==> config.mk <==
export PLATFORM = sky130hd
export DESIGN_NAME = memory_stage
export DESIGN_NICKNAME = d
export VERILOG_FILES = /design/src/rtl/cpu_pkg.sv /design/src/rtl/stack_sequencer.sv /design/src/rtl/memory_stage.sv
export SDC_FILE = /design/constraint.sdc
export NUM_CORES = 1
export LEC_CHECK = 0
export CAP_MARGIN = 20
export CORE_ASPECT_RATIO = 0.6
export CORE_MARGIN = 1.5
export CORE_UTILIZATION = 44
export CTS_CLUSTER_DIAMETER = 100
export DETAILED_ROUTE_END_ITERATION = 7
export GPL_ROUTABILITY_DRIVEN = 0
export PLACE_DENSITY = 0.86
export RECOVER_POWER = 100
export SYNTH_ARGS = -nofsm -noshare
export SYNTH_HDL_FRONTEND = slang
export SYNTH_SLANG_ARGS = --single-unit
==> constraint.sdc <==
create_clock -name clk -period 3.15 [get_ports clk]
set_input_delay 0.63 -clock clk [delete_from_list [all_inputs] [get_ports clk]]
set_output_delay 0.63 -clock clk [all_outputs]
set_load 0.02 [all_outputs]
==> src/rtl/cpu_pkg.sv <==
// Shared definitions for the memory stage: stack FSM states, address and
// write-source encodings, the default stack pointer and the frame word count.
package cpu_pkg;

    localparam logic [15:0] SP_RESET_DEFAULT = 16'h07FF;

    typedef enum logic [1:0] {
        IDLE  = 2'd0,
        WORD2 = 2'd1,
        WORD3 = 2'd2
    } stack_state_e;

    typedef enum logic [1:0] {
        ADDR_RESULT = 2'b00,
        ADDR_SP     = 2'b01,
        ADDR_SP_INC = 2'b10,
        ADDR_NONE   = 2'b11
    } addr_sel_e;

    typedef enum logic [1:0] {
        WSRC_RDEST     = 2'b00,
        WSRC_CALL      = 2'b01,
        WSRC_INT       = 2'b10,
        WSRC_RDEST_ALT = 2'b11
    } wsrc_e;

    // Words moved by a push/pop for a given write-source code.
    function automatic logic [1:0] word_count(input logic [1:0] wsrc);
        case (wsrc)
            WSRC_CALL: return 2'd2;
            WSRC_INT:  return 2'd3;
            default:   return 2'd1;
        endcase
    endfunction

endpackage

==> src/rtl/stack_sequencer.sv <==
// Stack pointer and multi-word push/pop sequencing for CALL/INT/RET/RTI frames.
// push and pop arrive already conflict-resolved (never both high).
module stack_sequencer
    import cpu_pkg::*;
#(
    parameter logic [15:0] SP_RESET = SP_RESET_DEFAULT
) (
    input  logic        clk,
    input  logic        reset,
    input  logic        push,
    input  logic        pop,
    input  logic [1:0]  write_src_select,
    input  logic [15:0] read_data1,
    input  logic [31:0] pc,
    input  logic [31:0] pc_plus_one,
    input  logic [2:0]  flags_in,
    input  logic [15:0] dmem_rdata,
    output logic [15:0] sp,
    output logic [15:0] stack_wdata,
    output logic        stall,
    output logic        pop_done_pc,
    output logic        pop_done_flags,
    output logic [31:0] frame_pc,
    output logic [2:0]  frame_flags,
    output logic [1:0]  state_dbg
);

    stack_state_e state;
    logic [15:0]  sp_q;
    logic [15:0]  pc_lo_q;
    logic [15:0]  pc_hi_q;
    logic [1:0]   wc;
    logic         op;
    logic         last_word;

    assign wc        = word_count(write_src_select);
    assign op        = push | pop;
    assign last_word = (wc == 2'd1) || (state == WORD2 && wc == 2'd2) || (state == WORD3);

    assign stall          = reset & op & ~last_word;
    assign pop_done_pc    = pop & (wc != 2'd1) & last_word;
    assign pop_done_flags = pop & (wc == 2'd3) & (state == WORD3);
    assign sp             = sp_q;
    assign state_dbg      = state;

    // Pop order is PC low, PC high, flags: the final word completes the frame.
    assign frame_pc    = (wc == 2'd3) ? {pc_hi_q, pc_lo_q} : {dmem_rdata, pc_lo_q};
    assign frame_flags = dmem_rdata[2:0];

    always_comb begin
        stack_wdata = read_data1;
        case (wc)
            2'd2: stack_wdata = (state == IDLE) ? pc_plus_one[31:16] : pc_plus_one[15:0];
            2'd3: begin
                case (state)
                    IDLE:    stack_wdata = {13'd0, flags_in};
                    WORD2:   stack_wdata = pc[31:16];
                    default: stack_wdata = pc[15:0];
                endcase
            end
            default: stack_wdata = read_data1;
        endcase
    end

    always_ff @(posedge clk or negedge reset) begin
        if (!reset) begin
            state   <= IDLE;
            sp_q    <= SP_RESET;
            pc_lo_q <= '0;
            pc_hi_q <= '0;
        end else begin
            if (op) sp_q <= push ? sp_q - 16'd1 : sp_q + 16'd1;
            if (pop && state == IDLE)  pc_lo_q <= dmem_rdata;
            if (pop && state == WORD2) pc_hi_q <= dmem_rdata;
            case (state)
                IDLE:    if (op && wc != 2'd1) state <= WORD2;
                WORD2:   state <= (wc == 2'd3) ? WORD3 : IDLE;
                default: state <= IDLE;
            endcase
        end
    end

endmodule

==> src/rtl/memory_stage.sv <==
// MEM pipeline stage: data memory port, stack frame sequencing and the MEM/WB
// register. Stalled cycles load a bubble into MEM/WB while EX/MEM is held upstream.
module memory_stage
    import cpu_pkg::*;
#(
    parameter logic [15:0] SP_RESET = SP_RESET_DEFAULT
) (
    input  logic        clk,
    input  logic        reset,
    input  logic [15:0] result_in,
    input  logic [15:0] read_data1,
    input  logic [31:0] PC,
    input  logic [31:0] pc_plus_one,
    input  logic [2:0]  flags_in,
    input  logic        mem_read,
    input  logic        mem_write,
    input  logic        mem_push,
    input  logic        mem_pop,
    input  logic [1:0]  memory_address_select,
    input  logic [1:0]  memory_write_src_select,
    input  logic        reg_write,
    input  logic [1:0]  wb_sel,
    input  logic [2:0]  reg_write_address,
    input  logic        pc_choose_memory,
    output logic [15:0] dmem_addr,
    output logic [15:0] dmem_wdata,
    output logic        dmem_we,
    input  logic [15:0] dmem_rdata,
    output logic        mem_stall,
    output logic [15:0] mem_data_out,
    output logic [15:0] result_out,
    output logic        reg_write_out,
    output logic [1:0]  wb_sel_out,
    output logic [2:0]  reg_write_address_out,
    output logic        pc_choose_memory_out,
    output logic [31:0] popped_pc_out,
    output logic [2:0]  popped_flags_out,
    output logic [15:0] sp_out,
    output logic [1:0]  state_dbg
);

    logic        push, pop, store, load, write_cycle, read_cycle;
    logic [15:0] sp, stack_wdata;
    logic        stall, pop_done_pc, pop_done_flags;
    logic [31:0] frame_pc;
    logic [2:0]  frame_flags;

    // Push beats pop, write beats read; a stack op suppresses plain load/store.
    assign push        = mem_push;
    assign pop         = mem_pop & ~mem_push;
    assign store       = mem_write & ~(mem_push | mem_pop);
    assign load        = mem_read & ~mem_write & ~(mem_push | mem_pop);
    assign write_cycle = push | store;
    assign read_cycle  = pop | load;

    stack_sequencer #(.SP_RESET(SP_RESET)) u_seq (
        .clk              (clk),
        .reset            (reset),
        .push             (push),
        .pop              (pop),
        .write_src_select (memory_write_src_select),
        .read_data1       (read_data1),
        .pc               (PC),
        .pc_plus_one      (pc_plus_one),
        .flags_in         (flags_in),
        .dmem_rdata       (dmem_rdata),
        .sp               (sp),
        .stack_wdata      (stack_wdata),
        .stall            (stall),
        .pop_done_pc      (pop_done_pc),
        .pop_done_flags   (pop_done_flags),
        .frame_pc         (frame_pc),
        .frame_flags      (frame_flags),
        .state_dbg        (state_dbg)
    );

    always_comb begin
        dmem_addr = result_in;
        case (memory_address_select)
            ADDR_SP:     dmem_addr = sp;
            ADDR_SP_INC: dmem_addr = sp + 16'd1;
            default:     dmem_addr = result_in;
        endcase
    end

    assign dmem_wdata = push ? stack_wdata : read_data1;
    assign dmem_we    = reset & write_cycle & (memory_address_select != ADDR_NONE);
    assign mem_stall  = stall;
    assign sp_out     = sp;

    always_ff @(posedge clk or negedge reset) begin
        if (!reset) begin
            mem_data_out          <= '0;
            result_out            <= '0;
            reg_write_out         <= 1'b0;
            wb_sel_out            <= '0;
            reg_write_address_out <= '0;
            pc_choose_memory_out  <= 1'b0;
            popped_pc_out         <= '0;
            popped_flags_out      <= '0;
        end else if (stall) begin
            reg_write_out        <= 1'b0;
            pc_choose_memory_out <= 1'b0;
        end else begin
            result_out            <= result_in;
            reg_write_out         <= reg_write;
            wb_sel_out            <= wb_sel;
            reg_write_address_out <= reg_write_address;
            pc_choose_memory_out  <= pc_choose_memory;
            if (read_cycle)     mem_data_out     <= dmem_rdata;
            if (pop_done_pc)    popped_pc_out    <= frame_pc;
            if (pop_done_flags) popped_flags_out <= frame_flags;
        end
    end

endmodule

After elaboration in Yosys (flattened, before gate mapping). Cells that the tools add are included. Widths: inputs -> output; s select.

Bits in registers: 124. Output and inout port bits: 126.

Add/sub/neg operators: 2. Equality and inequality tests: 12. Mux-type cells: 13. Bitwise operators: 21. Reduce and logical (&&, ||, !) cells: 10.

Operators by type and width (count): $pmux 16 s2 (3); $mux 16 (3); $mux 32 (1); $add 16x1->16 const B (1); $sub 16x1->16 const B (1); $and 1x1->1 (12); $eq 2x2->1 const B (5); $eq 2x1->1 const B (4); $pmux 2 s2 (2); $reduce_and 2->1 (3); $not 1->1 (5); $logic_and 1x1->1 (4); $mux 2 (2); $ne 2x2->1 const B (2); $or 1x1->1 (4); $logic_not 2->1 (1); $logic_or 1x1->1 (2); $mux 1 (2); $ne 2x1->1 const B (1).

Logic depth before layout (Yosys ltp). Gate-level depths: netlist (run 1).

Depth after elaboration: 10. Mapped depth: 9.

Hierarchy. Synthesis (run 1) repeated with hierarchy kept, for this count alone.

Cells, all modules: 646. Area total of the unflattened synthesis: 7168.1 um^2.

By module, submodules not included: memory_stage (instances 1, cells each 287, area each 3601.0 um^2, seq. area each 1851.8 um^2); stack_sequencer (instances 1, cells each 359, area each 3567.2 um^2, seq. area each 1265.0 um^2).

Worst setup path after synthesis (run 1). OpenSTA, ideal clock, no wires.

Kind: register to output. From: register u_seq.sp_q[4], in the netlist u_seq.sp[4]. To: output port dmem_addr[12]. Data arrival time: 2.168 ns. Data required time: 2.520 ns. Setup slack: 0.352 ns. Cell stages (with the launch flop): 5. Buffers on the path: 1. Cell sequence: dfstp_2 buf_2 nand4_1 or4_1 a211oi_1.

Word-level cells in the longest chain between the ends: 2.

RTL lines: start, declared (RTL line stack_sequencer.sv:29) `logic [15:0] sp_q;`; start signal, assigned (RTL line stack_sequencer.sv:72) `if (op) sp_q <= push ? sp_q - 16'd1 : sp_q + 16'd1;`; $add 16x1->16 (RTL line memory_stage.sv:81) `ADDR_SP_INC: dmem_addr = sp + 16'd1;`; $pmux 16 s2 (RTL line memory_stage.sv:79) `case (memory_address_select)`; end, declared (RTL line memory_stage.sv:25) `output logic [15:0] dmem_addr,`.

No other way between the ends.

Worst setup path in the final report (run 1).
From: input port memory_address_select[0]. To: output port dmem_addr[8].

Word-level cells in the longest chain between the ends: 2. Elaborated cells between the ends (all ways): 3. Those cells by class: eq/ne: 2; mux: 1.

RTL lines: start, declared (RTL line memory_stage.sv:19) `input logic [1:0] memory_address_select,`; $eq 2x2->1 or $eq 2x1->1 (tied branches) (RTL line memory_stage.sv:79); $pmux 16 s2 (*) (RTL line memory_stage.sv:79).

Every way passes the cells marked *; elsewhere a longest branch is shown, timed or not.

==> results of run 1 <==
Yosys cell counts (4+ instances only):
master | number | share of area
dfstp_2 | 11 | 0.044
nor3_1 | 6 | 0.0046
dfrtp_1 | 113 | 0.43
xnor2_1 | 14 | 0.019
clkbuf_1 | 24 | 0.014
o21ai_0 | 48 | 0.037
inv_1 | 15 | 0.0086
buf_6 | 4 | 0.0069
mux2i_1 | 21 | 0.032
nor2_1 | 12 | 0.0069
a22o_1 | 14 | 0.019
ha_1 | 7 | 0.013
buf_2 | 16 | 0.012
nand3_1 | 8 | 0.0061
nand2b_1 | 4 | 0.0038
nand4_1 | 4 | 0.0038
nor2b_1 | 4 | 0.0038
a22oi_1 | 25 | 0.029
mux2_4 | 17 | 0.039
mux2_2 | 87 | 0.15
o32ai_1 | 4 | 0.0053
nand2_1 | 54 | 0.031
and2_1 | 4 | 0.0038
xor2_1 | 8 | 0.011
a21oi_1 | 8 | 0.0061
nor4_1 | 8 | 0.0076
layout make-up:
cell class / instances / area, sq um / area share
Clock buffer: 18 / 439 / 0.0436
Clock inverter: 14 / 149 / 0.0148
Inverter: 15 / 56.3 / 0.00559
Multi-Input combinational cell: 398 / 3190 / 0.317
Sequential cell: 124 / 3120 / 0.309
Tap cell: 198 / 248 / 0.0246
Timing Repair Buffer: 304 / 2880 / 0.285
flip-flops by register name, summed over array words and instances (netlist names):
signal and count:
popped_flags_out 3, mem_data_out 16, result_out 16, u_seq.state_dbg 2
reg_write_out 1, pc_choose_memory_out 1, u_seq.pc_hi_q 16, wb_sel_out 2
popped_pc_out 32, u_seq.sp 16, reg_write_address_out 3, u_seq.pc_lo_q 16
where the power goes:
group	switching [mW]	internal, mW
logic	1.38	1.28
clock network	0.794	1.14
registers	0.333	2.07
total	2.51	4.50
through the flow:
stage	setup TNS (ns)	cell area, sq um	util	total power [mW]	std cells
final	0	10100	0.693	7.01	1071
after global routing	-0.0154	10100	0.693	7.33	1071
after CTS	0	10100	0.696	7.13	1071
after detailed placement	-6.07	9550	0.656	5.20	1039
after global placement	-5.22	9550	0.656	5.12	1039
after floorplan	0	6570	-	3.82	584
how the worst min path moves through the flow:
stage / from / depth (start not counted) / to
2_1_floorplan: reset / 0 / mem_data_out[0]
3_3_place_gp: popped_pc_out[21] / 2 / popped_pc_out[21]
3_5_place_dp: popped_pc_out[20] / 2 / popped_pc_out[20]
4_1_cts: reset / 2 / u_seq.sp[14]
5_1_grt: popped_pc_out[24] / 2 / popped_pc_out[24]
6_report: popped_pc_out[21] / 2 / popped_pc_out[21]
cells by family after synthesis:
logic type               after synthesis  share of synthesized area
flip-flops                           124                      0.474
multiplexers                         125                      0.220
adder cells (fa/ha/maj)                7                     0.0133
XOR/XNOR                              22                     0.0293
buffers and inverters                 62                     0.0438
AO/OA/AOI/OAI                        123                      0.126
AND/OR/NAND/NOR                      121                     0.0927
what timing repair did:
item / CTS / global route
endpoints found under the setup margin: 33 / 6
setup buffers: 0 / 0
resized for setup: 44 / 11
critical path: stages:
cell and delay [ns]:
clkdlybuf4s50_1 0.47, inv_1 0.05, ha_2 0.41, nand2b_4 0.21, nor2_1 0.05, a22o_1 0.19
a21o_1 0.14, dlygate4sd2_1 0.32
layer usage:
| layer | part of all wire | track usage | up-vias |
|---|---|---|---|
| li1 | - | - | 2677 |
| met1 | 0.43 | 0.368 | 2825 |
| met2 | 0.45 | 0.420 | 296 |
| met3 | 0.098 | 0.0858 | 28 |
| met4 | 0.013 | 0.0620 | 0 |
| met5 | 0 | 0 | - |
==> impl_metrics.env, run 1 <==
export IMPL_min_path_type="reg2reg"
export IMPL_setup_viol=0
export IMPL_wl_mm=21.0
export IMPL_synth_edf_count=0
export IMPL_cap_violations=0
export IMPL_clockRootBuffer="clkbuf_16"
export IMPL_grt_pass1_wl_mm=32.6
export IMPL_ir_drop_v=0.000443
export IMPL_hold_buffers=0
export IMPL_relSlewSlack=0.0711
export IMPL_finalCriticalPeriod_ns=3.10
export IMPL_worstPathMaxFanout=9
export IMPL_async_flop_share=1.00
export IMPL_die_w_um=161
export IMPL_synth_avg_cell_area_sq_um=11.3
export IMPL_synth_warnings=0
export IMPL_core_sq_um=14500
export IMPL_synthCells=584
export IMPL_worst_pin_slew_ns=1.39
export IMPL_fin_skew_ns=0.0161
export IMPL_clockBufferDepth=2
export IMPL_required_ns=2.52
export IMPL_wire_per_inst_um=19.6
export IMPL_regToRegStartpoint="u_seq.state_dbg[1]"
export IMPL_cts_buffers_inserted=17
export IMPL_worst_r2r_cell_count=5
export IMPL_drive_above_1_share=0.235
export IMPL_leakagePower_nw=4.45
export IMPL_drc_errors=0
export IMPL_yosysUniqueCellTypes=57
export IMPL_status="complete, no violations"
export IMPL_timing_critical_path_to="dmem_addr[8]"
export IMPL_portBuffers=257
export IMPL_synth_seq_cells=124
export IMPL_timing_setup_critical_path_class="in2out"
export IMPL_vias=5826
export IMPL_max_clock_freq_ghz=0.322
export IMPL_ant_nets=0
export IMPL_finalHoldViolCount=0
export IMPL_cp_end_kind="output pin"
export IMPL_syn_num_nets=723
export IMPL_syn_cell_area_sq_um=6570
export IMPL_whs_ns=0.472
export IMPL_nFillCells=1126
export IMPL_io_pins=258
export IMPL_yosys_most_used_dff="dfrtp_1"
export IMPL_htreeDepth=4
export IMPL_die_area_sq_um=15700
export IMPL_nets=999
export IMPL_grt_use_total=0.270
export IMPL_start_util=0.452
export IMPL_layout_commonest_cell="clkdlybuf4s50_1"
export IMPL_worstSkewPairLatency_ns=0.41
export IMPL_yosysSeqAreaShare=0.474
export IMPL_start_kind="input port"
export IMPL_grt_max_degree=70
export IMPL_layout_common_cells="clkdlybuf4s50_1 (142), dfrtp_1 (113), mux2_2 (87)"
export IMPL_die_height_um=97.7
export IMPL_antenna_found_initial=0
export IMPL_vias_per_cell=5.44
export IMPL_n_antenna_cell=0
export IMPL_drtIter0Drc=426
export IMPL_startpoint="memory_address_select[0]"
export IMPL_num_rows=34
export IMPL_clk_pin_slew_ns=0.06
export IMPL_rsz0062_at_grt="yes"
export IMPL_power_density_nw_per_um2=695
export IMPL_grt_overflow_total=0
export IMPL_worstReg2RegEnd="mem_data_out[3]"
export IMPL_area_delta_synth_final_pct=53.4
export IMPL_grt_pass1_vias=5853
export IMPL_cts_sinks=124
export IMPL_cp_arrival_ns=2.47
export IMPL_slew_violations=0
export IMPL_min_period_over_period=0.986
export IMPL_drtPass1Iterations=5
export IMPL_rrSetupSlack_ns=0.71
export IMPL_fin_ws_ns=0.0457
export IMPL_pre_cts_ws_ns=-0.416
export IMPL_cts_tree="yes"
export IMPL_dpl_hpwl_mm=15.8
No activity file was read; power rests on OpenSTA's default activity.
==> inputs of run 2 (changes only) <==
--- a/config.mk
+++ b/config.mk
@@ -5,6 +5,7 @@
 export SDC_FILE = /design/constraint.sdc
 export NUM_CORES = 1
 export LEC_CHECK = 0
+export ABC_CLOCK_PERIOD_IN_PS = 3150
 export CAP_MARGIN = 20
 export CORE_ASPECT_RATIO = 0.6
 export CORE_MARGIN = 1.5
==> results of run 2 <==
Same layout as run 1: the final DEF is identical, and so are final timing and power.
==> inputs of run 3 (changes only) <==
--- a/config.mk
+++ b/config.mk
@@ -9,11 +9,11 @@
 export CAP_MARGIN = 20
 export CORE_ASPECT_RATIO = 0.6
 export CORE_MARGIN = 1.5
-export CORE_UTILIZATION = 44
+export CORE_UTILIZATION = 40
 export CTS_CLUSTER_DIAMETER = 100
 export DETAILED_ROUTE_END_ITERATION = 7
 export GPL_ROUTABILITY_DRIVEN = 0
-export PLACE_DENSITY = 0.86
+export PLACE_DENSITY = 0.79
 export RECOVER_POWER = 100
 export SYNTH_ARGS = -nofsm -noshare
 export SYNTH_HDL_FRONTEND = slang
==> run 3 against run 2 <==
The run now ends with negative setup slack left. Register-to-register slack better by 0.08 ns. Via count is 0.82% lower. Largest power group unchanged. Sequential share of layout area hardly changed. Routed wire length rose by 1.1%. Count of clock-buffer cells in the layout shrank 1. Die area rose by 9.7%. First-iteration DRC count decreased by 13%.
==> impl_metrics.env, run 3 (synthesis gave the netlist of run 1 again) <==
export IMPL_largest_register="popped_pc_out"
export IMPL_setup_viol=1
export IMPL_finalPower_mw=6.99
export IMPL_htreeDepth=4
export IMPL_drive_above_1_share=0.217
export IMPL_fin_skew_ns=0.00816
export IMPL_required_ns=2.52
export IMPL_max_clock_freq_ghz=0.316
export IMPL_antenna_found_initial=0
export IMPL_die_w_um=168
export IMPL_worstSkewPairLatency_ns=0.40
export IMPL_layout_commonest_cell="clkdlybuf4s50_1"
export IMPL_grt_pass1_wl_mm=32.1
export IMPL_power_density_nw_per_um2=694
export IMPL_slew_violations=0
export IMPL_slowest_delay_ns=0.60
export IMPL_finalHoldViolCount=0
export IMPL_drtIter0Drc=371
export IMPL_io_pins=258
export IMPL_worstPathMaxFanout=7
export IMPL_die_area_sq_um=17200
export IMPL_min_path_type="reg2reg"
export IMPL_portBuffers=257
export IMPL_cts_sinks=124
export IMPL_fin_ws_ns=-0.0107
export IMPL_nets=1009
export IMPL_drtPass1Iterations=5
export IMPL_vias_per_cell=5.29
export IMPL_grt_use_total=0.244
export IMPL_clockBufferDepth=2
export IMPL_num_rows=36
export IMPL_leakagePower_nw=4.40
export IMPL_cts_buffers_inserted=17
export IMPL_whs_ns=0.476
export IMPL_status="complete, but fails checks"
export IMPL_clk_pin_slew_ns=0.07
export IMPL_worstPathCellList="clkbuf_4 -> nand3_1 -> nor4_2 -> mux2i_1 -> nand2_1 -> dlygate4sd2_1"
export IMPL_die_height_um=102
export IMPL_core_sq_um=16100
export IMPL_drc_errors=0
export IMPL_layout_common_cells="clkdlybuf4s50_1 (129), dfrtp_1 (113), dlygate4sd3_1 (93)"
export IMPL_grt_pass1_vias=5743
export IMPL_wl_mm=21.2
export IMPL_cp_end_kind="output pin"
export IMPL_n_antenna_cell=0
export IMPL_cap_violations=0
export IMPL_worst_pin_slew_ns=1.21
export IMPL_start_kind="flip-flop"
export IMPL_pre_cts_ws_ns=-0.495
export IMPL_place_inst=1059
export IMPL_area_delta_synth_final_pct=53.2
export IMPL_wire_per_inst_um=19.4
export IMPL_rsz0062_at_grt="yes"
export IMPL_vias=5778
export IMPL_final_util=0.624
export IMPL_relSlewSlack=0.190
export IMPL_ir_drop_v=0.000384
export IMPL_ant_nets=0
export IMPL_cts_tree="yes"
export IMPL_timing_setup_critical_path_class="reg2out"
export IMPL_largest_register_ffs=32
export IMPL_grt_max_degree=77
export IMPL_nFillCells=1339
export IMPL_clockRootBuffer="clkbuf_16"
export IMPL_cp_arrival_ns=2.53
export IMPL_hold_buffers=0
export IMPL_dpl_hpwl_mm=16.0
export IMPL_finalCriticalPeriod_ns=3.16
export IMPL_start_util=0.407
export IMPL_min_period_over_period=1.00
export IMPL_violations="negative setup slack"
export IMPL_layout_cells_non_filler=1092
export IMPL_grt_overflow_total=0
export IMPL_crit_slowest_cell="dfstp_2"
## run 3: changes by cell type in the layout (fill, tap and decap cells not counted), sizes merged
cell	delta
buf	+1
clkbuf	+11
clkdlybuf4s50	-13
dlygate4sd1	-1
dlygate4sd2	-2
dlygate4sd3	+13
inv	+1
## run 3: timing repair
item | CTS | global route
pin swaps | 1 | 1
setup buffers | 0 | 0
gates resized for setup | 42 | 14
endpoints found under the setup margin | 32 | 9
endpoints found under the hold margin | 0 | 0
## run 3: power by group
group	total, mW	switching [mW]	internal (mW)
clock network	1.95	0.823	1.13
logic	2.60	1.35	1.25
registers	2.43	0.355	2.07
## run 3: final timing paths
path / start / end / slack (ns) / cells after the start
max: u_seq.sp[8] / dmem_addr[15] / -0.01 / 6
max reg2reg: u_seq.state_dbg[0] / popped_pc_out[6] / 0.79 / 5
max in group asynchronous: reset / u_seq.pc_hi_q[12] / 0.57 / 3
min: popped_pc_out[29] / popped_pc_out[29] / 0.48 / 2
min reg2reg: popped_pc_out[29] / popped_pc_out[29] / 0.48 / 2
min in group asynchronous: reset / u_seq.sp[14] / 0.85 / 2
## run 3: routing by layer
layer | track usage | part of all wire | up-vias
met5 | 0 | 0 | -
met4 | 0.0543 | 0.0086 | 0
met3 | 0.0844 | 0.11 | 16
met2 | 0.389 | 0.45 | 271
met1 | 0.324 | 0.43 | 2806
li1 | - | - | 2685
## run 3: critical path, delay by kind of cell (launching register included)
family | cells | cell delay [ns]
muxes | 1 | 0.23
DFF | 1 | 0.60
buffers and inverters | 2 | 0.51
and+or+nand+nor | 3 | 0.78
## run 3: per-stage QoR
stage / instance area (sq um) / TNS [ns]
3_5_place_dp: 9630 / -8.16
5_1_grt: 10100 / -0.206
3_3_place_gp: 9630 / -7.55
2_1_floorplan: 6570 / 0
6_report: 10100 / -0.0107
4_1_cts: 10200 / 0
## run 3: area by class of cell
| class | count | area (sq um) | share of cell area |
|---|---|---|---|
| multi-input combinational | 398 | 3120 | 0.310 |
| tap | 209 | 262 | 0.0260 |
| timing repair buffer | 314 | 2920 | 0.290 |
| clock inverter | 15 | 173 | 0.0171 |
| sequential | 124 | 3120 | 0.310 |
| clock buffer | 17 | 425 | 0.0423 |
| inverter | 15 | 56.3 | 0.00559 |
